### src/rtl/board_render_fsm_if.sv
// Board-memory and VGA plot signals between the render sequencer and its
// BRAM / VGA adapter.
interface board_render_fsm_if #(
    parameter int ADDR_W   = 9,
    parameter int COLOUR_W = 3
);
    logic [ADDR_W-1:0]   wr_addr;
    logic [COLOUR_W-1:0] wr_data;
    logic                wr_en;
    logic [ADDR_W-1:0]   rd_addr;
    logic [COLOUR_W-1:0] rd_data;
    logic [9:0]          x;
    logic [8:0]          y;
    logic [COLOUR_W-1:0] colour;
    logic                plot;

    modport master (
        output wr_addr, wr_data, wr_en, rd_addr,
        input  rd_data,
        output x, y, colour, plot
    );

    modport slave (
        input  wr_addr, wr_data, wr_en, rd_addr,
        output rd_data,
        input  x, y, colour, plot
    );
endinterface

### src/rtl/board_render_fsm.sv
// Latches N player tiles, erases/writes them into board memory, then rasterises
// the board to the VGA plot port for NUM_FRAMES paced frames.
//
// state   | meaning
// --------+---------------------------------------------------------------
// S_IDLE  | waiting for start; positions latched on start
// S_ERASE | one cycle per player: previous tile <= BG_COLOUR
// S_WRITE | one cycle per player: new tile <= player or collide colour
// S_FETCH | present tile address t to the registered board memory
// S_PLOT  | TILE_PX^2 pixels of tile t, colour taken from rd_data
// S_WAIT  | FRAME_DIV idle cycles between frames
module board_render_fsm #(
    parameter int                  GRID_W      = 16,
    parameter int                  GRID_H      = 16,
    parameter int                  TILE_PX     = 10,
    parameter int                  NUM_PLAYERS = 2,
    parameter int                  COLOUR_W    = 3,
    parameter int                  ADDR_W      = 9,
    parameter logic [COLOUR_W-1:0] BG_COLOUR   = '0,
    parameter int                  FRAME_DIV   = 416666,
    parameter int                  NUM_FRAMES  = 5
) (
    input  logic                            clock,
    input  logic                            reset,
    input  logic                            start,
    input  logic [4*NUM_PLAYERS-1:0]        player_x,
    input  logic [4*NUM_PLAYERS-1:0]        player_y,
    input  logic [COLOUR_W*NUM_PLAYERS-1:0] player_colour,
    input  logic [COLOUR_W-1:0]             collide_colour,
    board_render_fsm_if.master              bus,
    output logic [3:0]                      frame_index,
    output logic                            busy,
    output logic                            done,
    output logic                            bad_pos
);
    localparam int NT   = GRID_W * GRID_H;
    localparam int T_W  = (NT > 1) ? $clog2(NT) : 1;
    localparam int P_W  = (NUM_PLAYERS > 1) ? $clog2(NUM_PLAYERS) : 1;
    localparam int PX_W = (TILE_PX > 1) ? $clog2(TILE_PX) : 1;
    localparam int WT_W = (FRAME_DIV > 1) ? $clog2(FRAME_DIV) : 1;

    localparam logic [2:0] S_IDLE  = 3'd0;
    localparam logic [2:0] S_ERASE = 3'd1;
    localparam logic [2:0] S_WRITE = 3'd2;
    localparam logic [2:0] S_FETCH = 3'd3;
    localparam logic [2:0] S_PLOT  = 3'd4;
    localparam logic [2:0] S_WAIT  = 3'd5;

    logic [2:0]          state;
    logic [P_W-1:0]      idx;
    logic [T_W-1:0]      t;
    logic [3:0]          tx;
    logic [9:0]          bx;
    logic [8:0]          by;
    logic [PX_W-1:0]     px, py;
    logic [WT_W-1:0]     wait_cnt;
    logic                prev_valid;
    logic [3:0]          lat_x  [NUM_PLAYERS];
    logic [3:0]          lat_y  [NUM_PLAYERS];
    logic [COLOUR_W-1:0] lat_c  [NUM_PLAYERS];
    logic [3:0]          prev_x [NUM_PLAYERS];
    logic [3:0]          prev_y [NUM_PLAYERS];
    logic [COLOUR_W-1:0] col_c;

    logic [NUM_PLAYERS-1:0] in_ok, new_ok, prev_ok;
    logic                   collide;

    function automatic logic on_board(input logic [3:0] cx, input logic [3:0] cy);
        return (int'(cx) < GRID_W) && (int'(cy) < GRID_H);
    endfunction

    function automatic logic [ADDR_W-1:0] tile_addr(input logic [3:0] cx, input logic [3:0] cy);
        return ADDR_W'(cy) * ADDR_W'(GRID_W) + ADDR_W'(cx);
    endfunction

    always_comb begin
        for (int k = 0; k < NUM_PLAYERS; k++) begin
            in_ok[k]   = on_board(player_x[4*k +: 4], player_y[4*k +: 4]);
            new_ok[k]  = on_board(lat_x[k], lat_y[k]);
            prev_ok[k] = on_board(prev_x[k], prev_y[k]);
        end
    end

    // Off-board players never claim a tile, so they cannot cause a collision.
    always_comb begin
        collide = 1'b0;
        for (int j = 0; j < NUM_PLAYERS; j++) begin
            if (j != int'(idx) && new_ok[j] && lat_x[j] == lat_x[idx] && lat_y[j] == lat_y[idx])
                collide = 1'b1;
        end
    end

    always_comb begin
        bus.wr_en   = 1'b0;
        bus.wr_addr = '0;
        bus.wr_data = '0;
        bus.rd_addr = '0;
        bus.plot    = 1'b0;
        bus.colour  = '0;
        bus.x       = '0;
        bus.y       = '0;
        case (state)
            S_ERASE: begin
                bus.wr_en   = prev_valid && prev_ok[idx];
                bus.wr_addr = tile_addr(prev_x[idx], prev_y[idx]);
                bus.wr_data = BG_COLOUR;
            end
            S_WRITE: begin
                bus.wr_en   = new_ok[idx];
                bus.wr_addr = tile_addr(lat_x[idx], lat_y[idx]);
                bus.wr_data = collide ? col_c : lat_c[idx];
            end
            S_FETCH: bus.rd_addr = ADDR_W'(t);
            S_PLOT: begin
                bus.rd_addr = ADDR_W'(t);
                bus.plot    = 1'b1;
                bus.colour  = bus.rd_data;
                bus.x       = bx + 10'(px);
                bus.y       = by + 9'(py);
            end
            default: ;
        endcase
    end

    assign busy = (state != S_IDLE);
    assign done = (state == S_WAIT) && (wait_cnt == '0) && (frame_index == 4'(NUM_FRAMES - 1));

    always_ff @(posedge clock or negedge reset) begin
        if (!reset) begin
            state       <= S_IDLE;
            idx         <= '0;
            t           <= '0;
            tx          <= '0;
            bx          <= '0;
            by          <= '0;
            px          <= '0;
            py          <= '0;
            wait_cnt    <= '0;
            frame_index <= '0;
            bad_pos     <= 1'b0;
            prev_valid  <= 1'b0;
            col_c       <= '0;
            for (int k = 0; k < NUM_PLAYERS; k++) begin
                lat_x[k]  <= '0;
                lat_y[k]  <= '0;
                lat_c[k]  <= '0;
                prev_x[k] <= '0;
                prev_y[k] <= '0;
            end
        end else begin
            case (state)
                S_IDLE: if (start) begin
                    for (int k = 0; k < NUM_PLAYERS; k++) begin
                        lat_x[k] <= player_x[4*k +: 4];
                        lat_y[k] <= player_y[4*k +: 4];
                        lat_c[k] <= player_colour[COLOUR_W*k +: COLOUR_W];
                    end
                    col_c   <= collide_colour;
                    bad_pos <= ~&in_ok;
                    idx     <= '0;
                    state   <= prev_valid ? S_ERASE : S_WRITE;
                end
                S_ERASE: begin
                    if (idx == P_W'(NUM_PLAYERS - 1)) begin
                        idx   <= '0;
                        state <= S_WRITE;
                    end else begin
                        idx <= idx + 1'b1;
                    end
                end
                S_WRITE: begin
                    if (idx == P_W'(NUM_PLAYERS - 1)) begin
                        for (int k = 0; k < NUM_PLAYERS; k++) begin
                            prev_x[k] <= lat_x[k];
                            prev_y[k] <= lat_y[k];
                        end
                        prev_valid <= 1'b1;
                        idx        <= '0;
                        t          <= '0;
                        tx         <= '0;
                        bx         <= '0;
                        by         <= '0;
                        state      <= S_FETCH;
                    end else begin
                        idx <= idx + 1'b1;
                    end
                end
                S_FETCH: begin
                    px    <= '0;
                    py    <= '0;
                    state <= S_PLOT;
                end
                S_PLOT: begin
                    if (px == PX_W'(TILE_PX - 1)) begin
                        px <= '0;
                        if (py == PX_W'(TILE_PX - 1)) begin
                            py <= '0;
                            if (t == T_W'(NT - 1)) begin
                                wait_cnt <= WT_W'(FRAME_DIV - 1);
                                state    <= S_WAIT;
                            end else begin
                                t <= t + 1'b1;
                                // bx/by track the tile origin so no divide by GRID_W is needed
                                if (tx == 4'(GRID_W - 1)) begin
                                    tx <= '0;
                                    bx <= '0;
                                    by <= by + 9'(TILE_PX);
                                end else begin
                                    tx <= tx + 1'b1;
                                    bx <= bx + 10'(TILE_PX);
                                end
                                state <= S_FETCH;
                            end
                        end else begin
                            py <= py + 1'b1;
                        end
                    end else begin
                        px <= px + 1'b1;
                    end
                end
                S_WAIT: begin
                    if (wait_cnt == '0) begin
                        t  <= '0;
                        tx <= '0;
                        bx <= '0;
                        by <= '0;
                        if (frame_index == 4'(NUM_FRAMES - 1)) begin
                            frame_index <= '0;
                            state       <= S_IDLE;
                        end else begin
                            frame_index <= frame_index + 1'b1;
                            state       <= S_FETCH;
                        end
                    end else begin
                        wait_cnt <= wait_cnt - 1'b1;
                    end
                end
                default: state <= S_IDLE;
            endcase
        end
    end
endmodule

### src/flat_wrapper.sv
// flat-port wrapper written by rule: the top's interface ports become plain ports
module board_render_fsm_flat 
#(
    parameter int                  GRID_W      = 16,
    parameter int                  GRID_H      = 16,
    parameter int                  TILE_PX     = 10,
    parameter int                  NUM_PLAYERS = 2,
    parameter int                  COLOUR_W    = 3,
    parameter int                  ADDR_W      = 9,
    parameter logic [COLOUR_W-1:0] BG_COLOUR   = '0,
    parameter int                  FRAME_DIV   = 416666,
    parameter int                  NUM_FRAMES  = 5
)
  (clock, reset, start, player_x, player_y, player_colour, collide_colour, frame_index, busy, done, bad_pos, bus_wr_addr, bus_wr_data, bus_wr_en, bus_rd_addr, bus_rd_data, bus_x, bus_y, bus_colour, bus_plot);
  board_render_fsm_if #(.ADDR_W(ADDR_W), .COLOUR_W(COLOUR_W)) bus_i ();
  input  logic clock;
  input  logic reset;
  input  logic start;
  input  logic [4*NUM_PLAYERS-1:0] player_x;
  input  logic [4*NUM_PLAYERS-1:0] player_y;
  input  logic [COLOUR_W*NUM_PLAYERS-1:0] player_colour;
  input  logic [COLOUR_W-1:0] collide_colour;
  output logic [3:0] frame_index;
  output logic busy;
  output logic done;
  output logic bad_pos;
  output wire logic [$bits(bus_i.wr_addr)-1:0] bus_wr_addr;
  output wire logic [$bits(bus_i.wr_data)-1:0] bus_wr_data;
  output wire logic [$bits(bus_i.wr_en)-1:0] bus_wr_en;
  output wire logic [$bits(bus_i.rd_addr)-1:0] bus_rd_addr;
  input wire logic [$bits(bus_i.rd_data)-1:0] bus_rd_data;
  output wire logic [$bits(bus_i.x)-1:0] bus_x;
  output wire logic [$bits(bus_i.y)-1:0] bus_y;
  output wire logic [$bits(bus_i.colour)-1:0] bus_colour;
  output wire logic [$bits(bus_i.plot)-1:0] bus_plot;
  assign bus_wr_addr = bus_i.wr_addr;
  assign bus_wr_data = bus_i.wr_data;
  assign bus_wr_en = bus_i.wr_en;
  assign bus_rd_addr = bus_i.rd_addr;
  assign bus_i.rd_data = bus_rd_data;
  assign bus_x = bus_i.x;
  assign bus_y = bus_i.y;
  assign bus_colour = bus_i.colour;
  assign bus_plot = bus_i.plot;
  board_render_fsm #(.GRID_W(GRID_W), .GRID_H(GRID_H), .TILE_PX(TILE_PX), .NUM_PLAYERS(NUM_PLAYERS), .COLOUR_W(COLOUR_W), .ADDR_W(ADDR_W), .BG_COLOUR(BG_COLOUR), .FRAME_DIV(FRAME_DIV), .NUM_FRAMES(NUM_FRAMES)) u_core (.clock(clock), .reset(reset), .start(start), .player_x(player_x), .player_y(player_y), .player_colour(player_colour), .collide_colour(collide_colour), .bus(bus_i), .frame_index(frame_index), .busy(busy), .done(done), .bad_pos(bad_pos));
endmodule
### config.mk
export PLATFORM = sky130hd
export DESIGN_NAME = board_render_fsm_flat
export DESIGN_NICKNAME = d
export VERILOG_FILES = /design/src/rtl/board_render_fsm_if.sv /design/src/rtl/board_render_fsm.sv /design/src/flat_wrapper.sv
export SDC_FILE = /design/constraint.sdc
export NUM_CORES = 1
export LEC_CHECK = 0
export BUFFER_PORTS_ARGS = -buffer_cell sky130_fd_sc_hd__buf_2
export CORE_UTILIZATION = 25
export CTS_CLUSTER_DIAMETER = 200
export CTS_CLUSTER_SIZE = 10
export DETAILED_ROUTE_END_ITERATION = 16
export PLACE_DENSITY = 0.52
export SYNTH_ARGS = -nofsm -noshare
export SYNTH_HDL_FRONTEND = slang
export SYNTH_SLANG_ARGS = --single-unit
### constraint.sdc
create_clock -name clock -period 3.4 [get_ports clock]
set_input_delay 0.51 -clock clock [delete_from_list [all_inputs] [get_ports clock]]
set_output_delay 0.51 -clock clock [all_outputs]
set_load 0.05 [all_outputs]
==> results of run 1 <==
flip-flops by register name, indices dropped and copies added (netlist names):
signal	cells
u_core.bx	9
u_core.by	8
u_core.col_c	3
u_core.frame_index	4
u_core.idx	1
u_core.lat_c	6
u_core.lat_x	8
u_core.lat_y	8
u_core.prev_valid	1
u_core.prev_x	8
u_core.prev_y	8
u_core.px	4
u_core.py	4
u_core.state	3
u_core.t	8
u_core.tx	4
u_core.wait_cnt	19
layer usage:
| layer | global-route usage | share of wire | vias to the layer above |
|---|---|---|---|
| met2 | 0.1844 | 0.46 | 76 |
| met5 | 0 | 0 | - |
| li1 | - | - | 2495 |
| met1 | 0.1724 | 0.50 | 2431 |
| met3 | 0.01808 | 0.031 | 11 |
| met4 | 0.04286 | 0.012 | 0 |
cells by family (layout without fill, tap and decap cells):
logic type	Yosys count	after routing	share of synthesized area
AO/OA/AOI/OAI	151	151	0.1609
XOR/XNOR	21	21	0.02930
adder cells (fa/ha/maj)	19	19	0.03907
buffers and inverters	58	124	0.04325
flip-flops	106	106	0.4226
multiplexers	64	64	0.1112
other	2	4	0.001196
AND/OR/NAND/NOR	223	223	0.1925
final timing paths:
check	start	end	slack, ps
max	u_core.state[2]$_DFFE_PN0P_	bus_colour[2]	360
min	reset	u_core.px[3]$_DFFE_PN0N_	180
max reg2reg	u_core.state[0]$_DFFE_PN0P_	u_core.by[3]$_DFFE_PN0P_	760
min reg2reg	u_core.lat_c[3]$_DFFE_PN0P_	u_core.lat_c[3]$_DFFE_PN0P_	510
max in group asynchronous	reset	u_core.wait_cnt[3]$_DFFE_PN0P_	2460
min in group clock	player_y[1]	u_core.lat_y[5]$_DFFE_PN0P_	380
layout make-up:
class                      instances  share of cell area
clock buffer                       9             0.03074
sequential                       106              0.3621
multi-input combinational        482              0.4591
clock inverter                     7             0.01623
timing repair buffer              90             0.06729
inverter                          18            0.009223
tap                              324             0.05534
per-stage QoR:
stage | power [mW] | cells | hold slack (ps)
final | 2.593 | 1036 | 181.6
after CTS | 2.624 | 1036 | 198.3
after global routing | 2.680 | 1036 | 221.5
after detailed placement | 1.412 | 1020 | 492.3
after floorplan | 1.357 | 646 | 214.4
after global placement | 1.412 | 1020 | 489.1
synthesized netlist by cell type, types with 5 or more instances:
library cell / n
dfrtp_1: 106
nor2_1: 48
mux2_2: 42
o21ai_0: 41
nand2_1: 35
nor3_1: 27
a21oi_1: 21
mux2i_1: 21
ha_1: 18
inv_1: 18
and2_1: 17
clkbuf_1: 17
nand3_1: 16
buf_2: 13
o22ai_1: 13
xor2_1: 13
or3_1: 11
a21o_1: 10
a221o_1: 10
nand4_1: 10
nor4_1: 8
o31ai_1: 8
xnor2_1: 8
a31oi_1: 7
buf_4: 6
nand2b_1: 6
nor3b_1: 6
or2_2: 6
or4_1: 6
a22oi_1: 5
nor2b_1: 5
o2bb2ai_1: 5
report_power, final:
part / switching [mW] / internal (mW)
Sequential: 0.0140 / 1.27
Combinational: 0.0590 / 0.0360
Clock: 0.539 / 0.670
Total: 0.612 / 1.98
==> results.json, run 1 <==
{
  "io_pins": 83,
  "p_leak_nw": 3.433,
  "clockRootBuffer": "clkbuf_16",
  "drive_above_1_share": 0.2303,
  "crit_cells": 4,
  "grt_max_degree": 61,
  "clk_pin_slew_worst_paths_ps": 70,
  "start_kind": "flip-flop",
  "hp-class": "in2async",
  "drc": 0,
  "clock-sinks": 106,
  "grt_pass1_wl_um": 24940,
  "fin_crit_ps": 3042,
  "fmax_mhz": 328.7,
  "core_area_mm2": 0.02446,
  "design_area_mm2": 0.007326,
  "synth_warnings": 0,
  "netlist_instances": 644,
  "gp_congestion": 0.7841,
  "synth.distinct_cells": 65,
  "path_delay_family": "buffers and inverters",
  "htree_levels": 3,
  "worstMarginPinSlew_ps": 917.3,
  "rsz0062_at_grt": "no",
  "netlist.area_leader.share": 0.4226,
  "dieArea_mm2": 0.02575,
  "pre_cts_ws_ps": 743.3,
  "drv_slew": 0,
  "synth.avg_cell_area_um2": 9.747,
  "reg2reg_depth": 7,
  "crit_path_max_incr_delay_ps": 580,
  "layout_setup_ws_ps": 357.7,
  "clock_latency_ps": 360,
  "cts_tree": "yes",
  "fillers": 2540,
  "peakVddDrop_mv": 0.2433,
  "fin_util": 0.2995,
  "layout_commonest_cell": "dfrtp_1",
  "yosysSeqAreaShare": 0.4226,
  "grtUsageTotal": 0.1208,
  "dr.pass1.iters": 4,
  "powerDensity_mw_per_mm2": 353.9,
  "synth_edf_count": 0,
  "grt_pass1_vias": 4598,
  "cts_buffer_depth": 2,
  "routed_via_density": 4.839,
  "cts_buffers": 9,
  "drv_cap": 0,
  "crit_type": "reg2out",
  "setup_viol": 0,
  "wl_per_cell_um": 14.80,
  "nNetsFinal": 757,
  "worstPathArrival_ps": 2530,
  "port_buffers": 79,
  "relSlewSlack": 0.3858,
  "yosys.area.top_type": "dfrtp_1",
  "required_ps": 2890,
  "fp.dieW_um": 160.5,
  "synth.area.top_cells": "dfrtp_1 (42%), mux2_2 (7.5%), ha_1 (3.6%), mux2i_1 (3.3%), o21ai_0 (3.3%)",
  "drt_iter0_drc": 276,
  "num_antenna_cells": 0,
  "antenna_left": 0,
  "area_delta_synth_final_pct": 16.70,
  "chipHeight_um": 160.5,
  "crit_path_end_kind": "output port",
  "slowest_stage": "inv_1",
  "synth-main-ff-cell": "dfrtp_1",
  "finalHoldViolCount": 0,
  "yosys_register_bits": 106,
  "path_cells": "or3b_4 -> inv_1 -> and2_1 -> buf_2",
  "placed_cell_area_mm2": 0.006982,
  "multiInputGateArea_mm2": 0.003363,
  "setup_tns_ps": 0,
  "fp-row-count": 57,
  "status": "finished, final reports clean",
  "cts_resized": 0,
  "skew_ps": 11.38,
  "hold_buffers": 0,
  "finalWirelength_um": 15330,
  "grt_antenna_before_repair": 0,
  "netlist_area_mm2": 0.006277,
  "start_util": 0.2566,
  "dp_hpwl_um": 10700,
  "async_flop_share": 1.000,
  "cp_num_buf_inv": 2,
  "crit_fanout": 23,
  "fin_crit_sh": 0.8948,
  "vias": 5013,
  "final_cell_mix": "dfrtp_1 (106), buf_2 (78), nor2_1 (47)",
  "overflow": 0,
  "layout.area.seq_mm2": 0.002653,
  "postCtsSetupRepairBufs": 0
}
Note: power is estimated with default switching activity, not from simulation.
==> run 2: changes to the inputs <==
Settings changed: BUFFER_PORTS_ARGS -buffer_cell sky130_fd_sc_hd__buf_2 to -buffer_cell sky130_fd_sc_hd__clkbuf_2.
==> run 2 against run 1 <==
- combinational power grew 1%
- sequential share of layout area grew 0.056 points
- wire length is 1.5% higher
- maximum frequency decreased by 1.2%
- sequential power about the same
- largest cell class unchanged
- highest routed layer unchanged
==> results.json, run 2 (synthesis results as in run 1) <==
{
  "final_cells": 1036,
  "grt_pass1_wl_um": 25700,
  "design_area_mm2": 0.007315,
  "peakVddDrop_mv": 0.2270,
  "skew_ps": 14.06,
  "dp.cells": 1020,
  "setup_viol": 0,
  "fp-row-count": 57,
  "overflow": 0,
  "grt_antenna_before_repair": 0,
  "dieArea_mm2": 0.02575,
  "routed_via_density": 4.912,
  "wl_per_cell_um": 15.02,
  "p_leak_nw": 3.402,
  "r2r_start": "u_core.state[0]$_DFFE_PN0P_",
  "chipHeight_um": 160.5,
  "crit_path_end_kind": "output port",
  "finalHoldViolCount": 0,
  "path_cells": "or3b_4 -> inv_1 -> and2_1 -> clkbuf_2",
  "clockPowerShare": 0.458,
  "fin_util": 0.2990,
  "drv_slew": 0,
  "relSlewSlack": 0.3534,
  "required_ps": 2890,
  "intPower_mw": 1.946,
  "fp.dieW_um": 160.5,
  "hold_buffers": 0,
  "path_delay_family": "buffers and inverters",
  "grt_max_degree": 62,
  "clk_pin_slew_worst_paths_ps": 80,
  "setup_tns_ps": 0,
  "port_buffers": 79,
  "fin_crit_sh": 0.9055,
  "p_comb_frac": 0.038,
  "nNetsFinal": 757,
  "start_kind": "flip-flop",
  "seq_power_share": 0.504,
  "grt_pass1_vias": 4763,
  "finalWirelength_um": 15560,
  "clockRootBuffer": "clkbuf_16",
  "slowest_stage": "or3b_4",
  "vias": 5089,
  "worstMarginPinSlew_ps": 965.7,
  "cts_buffers": 9,
  "cp_num_buf_inv": 2,
  "grtUsageTotal": 0.1244,
  "finalPower_mw": 2.555,
  "largest-register": "u_core.wait_cnt",
  "area_delta_synth_final_pct": 16.52,
  "crit_fanout": 20,
  "num_antenna_cells": 0,
  "drt_iter0_drc": 251,
  "placed_cell_area_mm2": 0.006982,
  "cts_buffer_depth": 2,
  "fmax_mhz": 324.8,
  "final_cell_mix": "dfrtp_1 (106), clkbuf_2 (78), nor2_1 (47)",
  "biggestRegsByFlops": "u_core.wait_cnt x19, u_core.bx x9",
  "drv_cap": 0,
  "drive_above_1_share": 0.2303,
  "fillers": 2545,
  "largest_reg_flops": 19,
  "drc": 0,
  "p_switching_mw": 0.6092,
  "clock-sinks": 106,
  "htree_levels": 3,
  "io_pins": 83,
  "fin_crit_ps": 3079,
  "powerDensity_mw_per_mm2": 349.3,
  "gp_congestion": 0.7673,
  "startpoint": "u_core.state[0]$_DFFE_PN0P_",
  "status": "finished, final reports clean",
  "crit_type": "reg2out",
  "clock_latency_ps": 360,
  "dr.pass1.iters": 5,
  "rsz0062_at_grt": "no",
  "swShare": 0.2385,
  "start_util": 0.2566,
  "crit_path_max_incr_delay_ps": 590,
  "worstPathArrival_ps": 2570,
  "dp_hpwl_um": 10900,
  "cts_resized": 0,
  "hp-class": "in2async",
  "layout_commonest_cell": "dfrtp_1",
  "postCtsSetupRepairBufs": 0,
  "core_area_mm2": 0.02446,
  "antenna_left": 0,
  "cts_tree": "yes"
}
## run 2: area by class of cell
type,instances,area (um^2),area share
Clock buffer,11,252.7,0.03455
Clock inverter,5,80.08,0.01095
Inverter,18,67.56,0.009237
Multi-Input combinational cell,482,3363,0.4598
Sequential cell,106,2653,0.3626
Tap cell,324,405.4,0.05542
Timing Repair Buffer,90,493.0,0.06740
## run 2: metrics by stage
stage | hold WS, ps | worst slack [ps]
after global placement | 487.7 | 746.2
after CTS | 276.6 | 309.2
after detailed placement | 493.3 | 701.5
after global routing | 303.8 | 158.0
final | 241.1 | 321.5
after floorplan | 214.4 | 89.88
## run 2: metal layers
layer,part of all wire,track usage,vias up
met5,0,0,-
met4,0.013,0.03723,0
met3,0.033,0.02221,12
met2,0.47,0.1958,86
met1,0.48,0.1729,2492
li1,-,-,2499
## run 2: final timing paths
path,endpoint,slack (ps),cells after the start
min,u_core.lat_y[4]$_DFFE_PN0P_,240,1
min in group clock,u_core.lat_y[5]$_DFFE_PN0P_,380,2
max in group asynchronous,u_core.t[7]$_DFFE_PN0P_,2420,2
min reg2reg,u_core.prev_y[7]$_DFFE_PN0P_,510,1
max reg2reg,u_core.bx[7]$_DFFE_PN0P_,710,5
max,bus_x[0],320,4
## run 2: worst register-to-register path, delay by kind of cell, from the launching register on
family                 cells  cell delay, ps
AO/OA/AOI/OAI              1             180
AND/OR/NAND/NOR            3            1320
flip-flops                 1             550
buffers and inverters      1             580
## run 2: power by group through the flow
stage	clock (mW)	sequential, mW	combinational [mW]
after CTS	1.21	1.29	0.100
after detailed placement	0	1.31	0.0990
after floorplan	0	1.31	0.0464
final	1.17	1.29	0.0964
after global placement	0	1.31	0.0985
after global routing	1.25	1.29	0.108
